--- config.mk ---
export PLATFORM = sky130hd
export DESIGN_NAME = intr_ctrl_flat
export DESIGN_NICKNAME = d
export VERILOG_FILES = /design/src/rtl/intr_ctrl_pkg.sv /design/src/rtl/intr_ctrl_if.sv /design/src/rtl/intr_ctrl_prio_enc.sv /design/src/rtl/intr_ctrl.sv /design/src/flat_wrapper.sv
export SDC_FILE = /design/constraint.sdc
export NUM_CORES = 1
export LEC_CHECK = 0
export ABC_AREA = 1
export ABC_CLOCK_PERIOD_IN_PS = 3200
export CAP_MARGIN = 20
export CORE_MARGIN = 2
export CORE_UTILIZATION = 45
export CTS_CLUSTER_SIZE = 30
export DETAILED_ROUTE_END_ITERATION = 8
export HOLD_SLACK_MARGIN = 0.02
export PLACE_DENSITY = 0.89
export REMOVE_ABC_BUFFERS = 1
export SLEW_MARGIN = 20
export SYNTH_ARGS = -nofsm -noshare
export SYNTH_HDL_FRONTEND = slang
export SYNTH_SLANG_ARGS = --single-unit
--- constraint.sdc ---
create_clock -name clk -period 3.2 [get_ports clk]
set_clock_uncertainty 0.2 [all_clocks]
set_input_delay 0.48 -clock clk [delete_from_list [all_inputs] [get_ports clk]]
set_output_delay 0.48 -clock clk [all_outputs]
set_load 0.02 [all_outputs]
--- src/rtl/intr_ctrl_pkg.sv ---
// Shared types and w_intr register map for the interrupt controller slice.
package intr_package;

  typedef enum logic [1:0] {
    IDLE = 2'd0,
    REQ  = 2'd1,
    BUSY = 2'd2
  } intr_state_t;

  localparam int ACK_IDX      = 0;
  localparam int INTR_EN_IDX  = 1;
  localparam int INTR_VEC_IDX = 2;

endpackage

--- src/rtl/intr_ctrl_if.sv ---
// Peripheral/cpu-facing signal bundle of the interrupt controller.
interface intr_ctrl_if #(
  parameter int N_SRC   = 4,
  parameter int CAUSE_W = 4
);
  logic [N_SRC-1:0]   src_pulse;
  logic               mask_we;
  logic [N_SRC-1:0]   mask_wdata;
  logic               ovr_clr;
  logic               intr_en;
  logic               ack;
  logic               irq;
  logic [CAUSE_W-1:0] irq_cause;
  logic [N_SRC-1:0]   pending;
  logic [N_SRC-1:0]   overrun;

  modport master (
    output src_pulse, mask_we, mask_wdata, ovr_clr, intr_en, ack,
    input  irq, irq_cause, pending, overrun
  );

  modport slave (
    input  src_pulse, mask_we, mask_wdata, ovr_clr, intr_en, ack,
    output irq, irq_cause, pending, overrun
  );
endinterface

--- src/rtl/intr_ctrl_prio_enc.sv ---
// Lowest-index-wins priority encoder over the enabled request vector.
module intr_prio_enc #(
  parameter int N_SRC   = 4,
  parameter int CAUSE_W = 4
) (
  input  logic [N_SRC-1:0]   req,
  output logic               valid,
  output logic [CAUSE_W-1:0] id
);
  always_comb begin
    valid = |req;
    id    = '0;
    // Scan downwards so the lowest set index is written last.
    for (int i = N_SRC - 1; i >= 0; i--) begin
      if (req[i]) id = CAUSE_W'(i);
    end
  end
endmodule

--- src/rtl/intr_ctrl.sv ---
// Interrupt controller: pending/overrun/mask registers plus the
// IDLE/REQ/BUSY four-phase handshake against the cpu ack bit.
module intr_ctrl
  import intr_package::*;
#(
  parameter int N_SRC   = 4,
  parameter int CAUSE_W = 4
) (
  input  logic       clk,
  input  logic       reset,
  intr_ctrl_if.slave bus
);
  intr_state_t        state_reg, state_next;
  logic [CAUSE_W-1:0] cause_reg, cause_next;
  logic [N_SRC-1:0]   pending_reg, pending_next;
  logic [N_SRC-1:0]   overrun_reg, overrun_next;
  logic [N_SRC-1:0]   mask_reg;
  logic [N_SRC-1:0]   clr_vec;
  logic               enc_valid;
  logic [CAUSE_W-1:0] enc_id;

  intr_prio_enc #(.N_SRC(N_SRC), .CAUSE_W(CAUSE_W)) u_prio_enc (
    .req   (pending_reg & mask_reg),
    .valid (enc_valid),
    .id    (enc_id)
  );

  // A fresh pulse on the source being cleared wins and is not an overrun.
  generate
    for (genvar gi = 0; gi < N_SRC; gi++) begin : g_src
      assign clr_vec[gi] = (state_reg == REQ) && bus.ack && (cause_reg == CAUSE_W'(gi));
      assign pending_next[gi] = bus.src_pulse[gi] | (pending_reg[gi] & ~clr_vec[gi]);
      assign overrun_next[gi] = (bus.src_pulse[gi] & pending_reg[gi] & ~clr_vec[gi])
                              | (overrun_reg[gi] & ~bus.ovr_clr);
    end
  endgenerate

  always_comb begin
    state_next = state_reg;
    cause_next = cause_reg;
    unique case (state_reg)
      IDLE: begin
        // A stale ack (e.g. after a mid-handshake reset) blocks new requests.
        if (enc_valid && !bus.ack) begin
          state_next = REQ;
          cause_next = enc_id;
        end
      end
      REQ:  if (bus.ack)  state_next = BUSY;
      BUSY: if (!bus.ack) state_next = IDLE;
      default: state_next = IDLE;
    endcase
  end

  always_ff @(posedge clk) begin
    if (!reset) begin
      state_reg   <= IDLE;
      cause_reg   <= '0;
      pending_reg <= '0;
      overrun_reg <= '0;
      mask_reg    <= '1;
    end else begin
      state_reg   <= state_next;
      cause_reg   <= cause_next;
      pending_reg <= pending_next;
      overrun_reg <= overrun_next;
      if (bus.mask_we) mask_reg <= bus.mask_wdata;
    end
  end

  assign bus.irq       = (state_reg == REQ) && bus.intr_en;
  assign bus.irq_cause = cause_reg;
  assign bus.pending   = pending_reg;
  assign bus.overrun   = overrun_reg;
endmodule

--- src/flat_wrapper.sv ---
// flat-port wrapper written by rule: the top's interface ports become plain ports
module intr_ctrl_flat import intr_package::*;
#(
  parameter int N_SRC   = 4,
  parameter int CAUSE_W = 4
)
  (clk, reset, bus_src_pulse, bus_mask_we, bus_mask_wdata, bus_ovr_clr, bus_intr_en, bus_ack, bus_irq, bus_irq_cause, bus_pending, bus_overrun);
  intr_ctrl_if #(.N_SRC(N_SRC), .CAUSE_W(CAUSE_W)) bus_i ();
  input  logic clk;
  input  logic reset;
  input wire logic [$bits(bus_i.src_pulse)-1:0] bus_src_pulse;
  input wire logic [$bits(bus_i.mask_we)-1:0] bus_mask_we;
  input wire logic [$bits(bus_i.mask_wdata)-1:0] bus_mask_wdata;
  input wire logic [$bits(bus_i.ovr_clr)-1:0] bus_ovr_clr;
  input wire logic [$bits(bus_i.intr_en)-1:0] bus_intr_en;
  input wire logic [$bits(bus_i.ack)-1:0] bus_ack;
  output wire logic [$bits(bus_i.irq)-1:0] bus_irq;
  output wire logic [$bits(bus_i.irq_cause)-1:0] bus_irq_cause;
  output wire logic [$bits(bus_i.pending)-1:0] bus_pending;
  output wire logic [$bits(bus_i.overrun)-1:0] bus_overrun;
  assign bus_i.src_pulse = bus_src_pulse;
  assign bus_i.mask_we = bus_mask_we;
  assign bus_i.mask_wdata = bus_mask_wdata;
  assign bus_i.ovr_clr = bus_ovr_clr;
  assign bus_i.intr_en = bus_intr_en;
  assign bus_i.ack = bus_ack;
  assign bus_irq = bus_i.irq;
  assign bus_irq_cause = bus_i.irq_cause;
  assign bus_pending = bus_i.pending;
  assign bus_overrun = bus_i.overrun;
  intr_ctrl #(.N_SRC(N_SRC), .CAUSE_W(CAUSE_W)) u_core (.clk(clk), .reset(reset), .bus(bus_i));
endmodule
# [Word level (Yosys, flattened, before mapping)]
# Index checks and enable logic that the tools add are counted.
# Widths: inputs -> output; s select.
[totals] reg_bits=18 latch_bits=0 mem_bits_rw=0 rom_bits=0 in_bits=14 output_inout_bits=13 wordCells=64 mem_count=0
[classes] add_sub_neg=0 multipliers=0 div_mod_pow=0 order_cmp=0 n_eq_ne=8 shifts=0 muxes=8 bitwise=30 reduce_logical=13
[ops] op="$and 1x1->1" count=16
[ops] op="$mux 4" count=3
[ops] op="$eq 4x2->1 const B" count=2
[ops] op="$mux 2" count=4
[ops] op="$or 1x1->1" count=8
[ops] op="$logic_and 1x1->1" count=7
[ops] op="$pmux 2 s3" count=1
[ops] op="$not 1->1" count=5
[ops] op="$and 4x4->4" count=1
[ops] op="$eq 4x1->1 const B" count=1
[ops] op="$logic_not 4->1" count=1
[ops] op="$ne 2x2->1 const B" count=2
[ops] op="$reduce_or 4->1" count=1
[ops] op="$reduce_and 3->1" count=1
[ops] op="$eq 2x1->1 const B" count=1
[ops] op="$eq 2x2->1 const B" count=1
[ops] op="$logic_not 2->1" count=1
[ops] op="$ne 2x1->1 const B" count=1
[ops] op="$reduce_and 2->1" count=1
[ops] op="$logic_not 1->1" count=1

# [Depth between registers and ports, before layout]
[depth] word_depth=6 ltp_mapped=7 depth_no_buf=7

# [Hierarchy]
# A second synthesis with hierarchy kept.
[unflattened] hier_cells=125 area_unflattened_um2=832.0
[by_module_without_submodules] module="intr_ctrl" instances=1 cells_each=113 area_per_inst_um2=767.0 seq_area_each_um2=360.3
[by_module_without_submodules] module="intr_prio_enc" instances=1 cells_each=12 area_per_inst_um2=65.1 seq_area_each_um2=0.0

# [Least setup slack after synthesis]
# No wires, ideal clock.
[synth_timing] path_type="input-to-output" start="input bus_intr_en" end="output bus_irq" arrival_ns=0.794 path_slack_ns=1.726 stages=2 cell_sequence="inv_1 > nor2_1"
[synth_via] elab_chain_cells=1
[synth_rtl] element="start, declared" line_no="flat_wrapper.sv:15" rtl="input wire logic [$bits(bus_i.intr_en)-1:0] bus_intr_en;"
[synth_rtl] element="$logic_and 1x1->1" line_no="intr_ctrl.sv:71" rtl="assign bus.irq = (state_reg == REQ) && bus.intr_en;"
[synth_rtl] element="end, declared" line_no="flat_wrapper.sv:17" rtl="output wire logic [$bits(bus_i.irq)-1:0] bus_irq;"
# No other way between the ends.

# [Final worst setup path]
# Ends and elaborated chain as after synthesis.

==> results.yml <==
status:
  status: "finished clean"
sta:
  tns_ns: 0
  hold_viol: 0
  max_freq_mhz: 429.4
  final.period_utilization_pct: 72.78
  final-max-slew-violation-count: 0
  whs_ns: 0.2673
  rsz0062_at_grt: "false"
  setup_viol: 0
  layout_min_cycle_time_ns: 2.329
global_routing:
  globalRouteOverflowTotal: 0
  grt_start_max_net_pins: 10
  grt_pass1_wl_um: 2332
  grt_pass1_vias: 617
  antenna_found_initial: 0
  grt.total_usage_pct: 15.89
clock_network:
  cts.clk_slew.worst_paths_ns: 0.10
  cts.root.buffer_cell: "clkbuf_4"
  ctsResizeCount: 0
  numCtsBuffers: 3
  cts_tree: "yes"
  cts_sinks: 16
  cts_hold_buffers: 0
  clkLatencyLatePin_ns: 0.28
  cts_setup_buffers: 0
  cts.path.max_buffers: 2
  htreeDepth: 1
detailed_routing:
  vias_per_cell: 4.836
  route.final.wire_length_um: 1376
  drc: 0
  drtPass1Iterations: 4
  wire_per_inst_um: 9.425
  drt_iter0_markers: 13
  ant_nets: 0
  vias: 706
layout:
  antenna_cells: 0
  syn2layout_area_growth_pct: 38.14
  drive_gt1_share_pct: 10.77
  layout.cells.non_filler: 146
  nets: 145
floorplan:
  core-area_um2: 1506
  ios: 27
  num_rows: 14
  die_width_um: 44.23
  dieArea_um2: 1956
  initial_core_util_pct: 48.34
  die_h_um: 44.23
pwr:
  cellPowerDensity_nw_per_um2: 456.2
  ir_drop_uv: 256.9
  p_leak_nw: 0.4662
synth:
  synth-seq-area-share_pct: 43.99
  netlist_area_um2: 728.2
  synth_most_common_cell: "nand2_1"
  synth_commonest_cells: "nand2_1, dfxtp_1, inv_1"
  synth_area_leaders: "dfxtp_1, nand2_1, nand3_1"
  yosysWarnings: 0
  ys_ff_latch: 16
  synth_top_cell_by_area: "dfxtp_1"
  yosysUniqueCellTypes: 15
  netlist_instances: 104
  ys.flop_type: "dfxtp_1"
  synth_top_area_share_pct: 43.99
  async_reset_ff_share_pct: 0
  synth_edf_count: 0
  syn_area_per_cell_um2: 7.002
placement:
  placed_cells: 142
  dp_hpwl_um: 1097
  gp_congestion: 0.7248
  port_buffers: 24
setup_path:
  rr_startpoint: "u_core.state_reg[0]"
  start_kind: "input port"
  cp_slowest_cell: "clkdlybuf4s50_1"
  crit_required_ns: 2.52
  ff2ff_path_depth: 5
  crit_path_max_incr_delay_ns: 0.60
  cp-end-kind: "output pin"
  cp-endpoint: "bus_irq"
  path_class: "in2out"
  cp_common_cell: "clkdlybuf4s50_1"
  cp_max_fo: 1
  cp.arrival_ns: 1.65
  r2r-end: "u_core.bus.pending[2]"
  path_cells: "clkdlybuf4s50_1 -> inv_1 -> nor2_1 -> clkdlybuf4s50_1"
  ff2ff_setup_slack_ns: 2.01
  crit_path_start: "bus_intr_en"
worst_hold_path:
  hp-class: "reg2reg"
flow_run:
  drv_cap: 0
-- cell usage in the layout (no fill, tap or decap) --
cell type / instances
inv_1: 14
clkbuf_8: 1
o21ai_2: 1
conb_1: 2
a21boi_0: 1
clkinv_1: 1
nand2_2: 3
nor2_2: 2
dfxtp_1: 16
a21oi_1: 11
inv_2: 2
nor2_4: 2
nor2_1: 2
clkbuf_4: 3
clkdlybuf4s50_1: 24
nand2_1: 32
nand3_1: 13
-- critical path: cells and delay by family --
family,cells,cell delay (ns)
buffers and inverters,3,1.08
and+or+nand+nor,1,0.08
-- stage by stage --
| step | worst slack [ns] | utilization (%) | instance area, um^2 | power (mW) |
|---|---|---|---|---|
| final | 0.8710 | 66.78 | 1006 | 0.4589 |
| after floorplan | 1.726 | - | 709.4 | 0.2846 |
| after CTS | 0.8613 | 66.78 | 1006 | 0.4614 |
| after detailed placement | 0.8627 | 64.37 | 969.7 | 0.3308 |
| after global placement | 0.8710 | 64.37 | 969.7 | 0.3277 |
| after global routing | 0.8377 | 66.78 | 1006 | 0.4830 |
-- worst min-delay path by stage --
stage | slack, ns | start | to | cells past startpoint
finish | 0.27 | u_core.bus.overrun[0] | u_core.bus.overrun[0] | 2
global route | 0.30 | u_core.bus.overrun[0] | u_core.bus.overrun[0] | 2
CTS | 0.27 | u_core.mask_reg[1] | u_core.mask_reg[1] | 2
detailed placement | 0.24 | u_core.mask_reg[1] | u_core.mask_reg[1] | 2
global placement | 0.24 | u_core.mask_reg[0] | u_core.mask_reg[0] | 2
floorplan | 0.23 | u_core.mask_reg[0] | u_core.mask_reg[0] | 2
-- report_power, final --
group	switching [mW]	internal (mW)
registers	0.0121	0.213
clock network	0.0641	0.0691
logic	0.0522	0.0479
total	0.128	0.331
-- layout make-up --
| cell class | instances | area [um^2] |
|---|---|---|
| fillers | 145 | 500.5 |
| multi-input cells | 69 | 325.3 |
| flip-flops and latches | 16 | 320.3 |
| repair buffers | 24 | 240.2 |
| inverters | 17 | 63.81 |
| clock buffers | 4 | 36.28 |
| well taps | 16 | 20.02 |
-- per-layer routing --
| metal | GRT usage (%) | up-vias | share of wire [%] |
|---|---|---|---|
| met2 | 26.76 | 26 | 49 |
| li1 | - | 373 | - |
| met1 | 19.64 | 307 | 44 |
| met3 | 2.857 | 0 | 6.3 |
| met4 | 7.273 | 0 | 0 |
| met5 | 0 | - | 0 |
-- logic make-up after synthesis --
| kind of cell | share of synthesized area [%] |
|---|---|
| AOI/OAI and AO/OA | 9.794 |
| other | 0.5150 |
| and+or+nand+nor | 33.85 |
| buffers and inverters | 11.86 |
| DFF | 43.99 |
(Power assumes the default switching activity.)
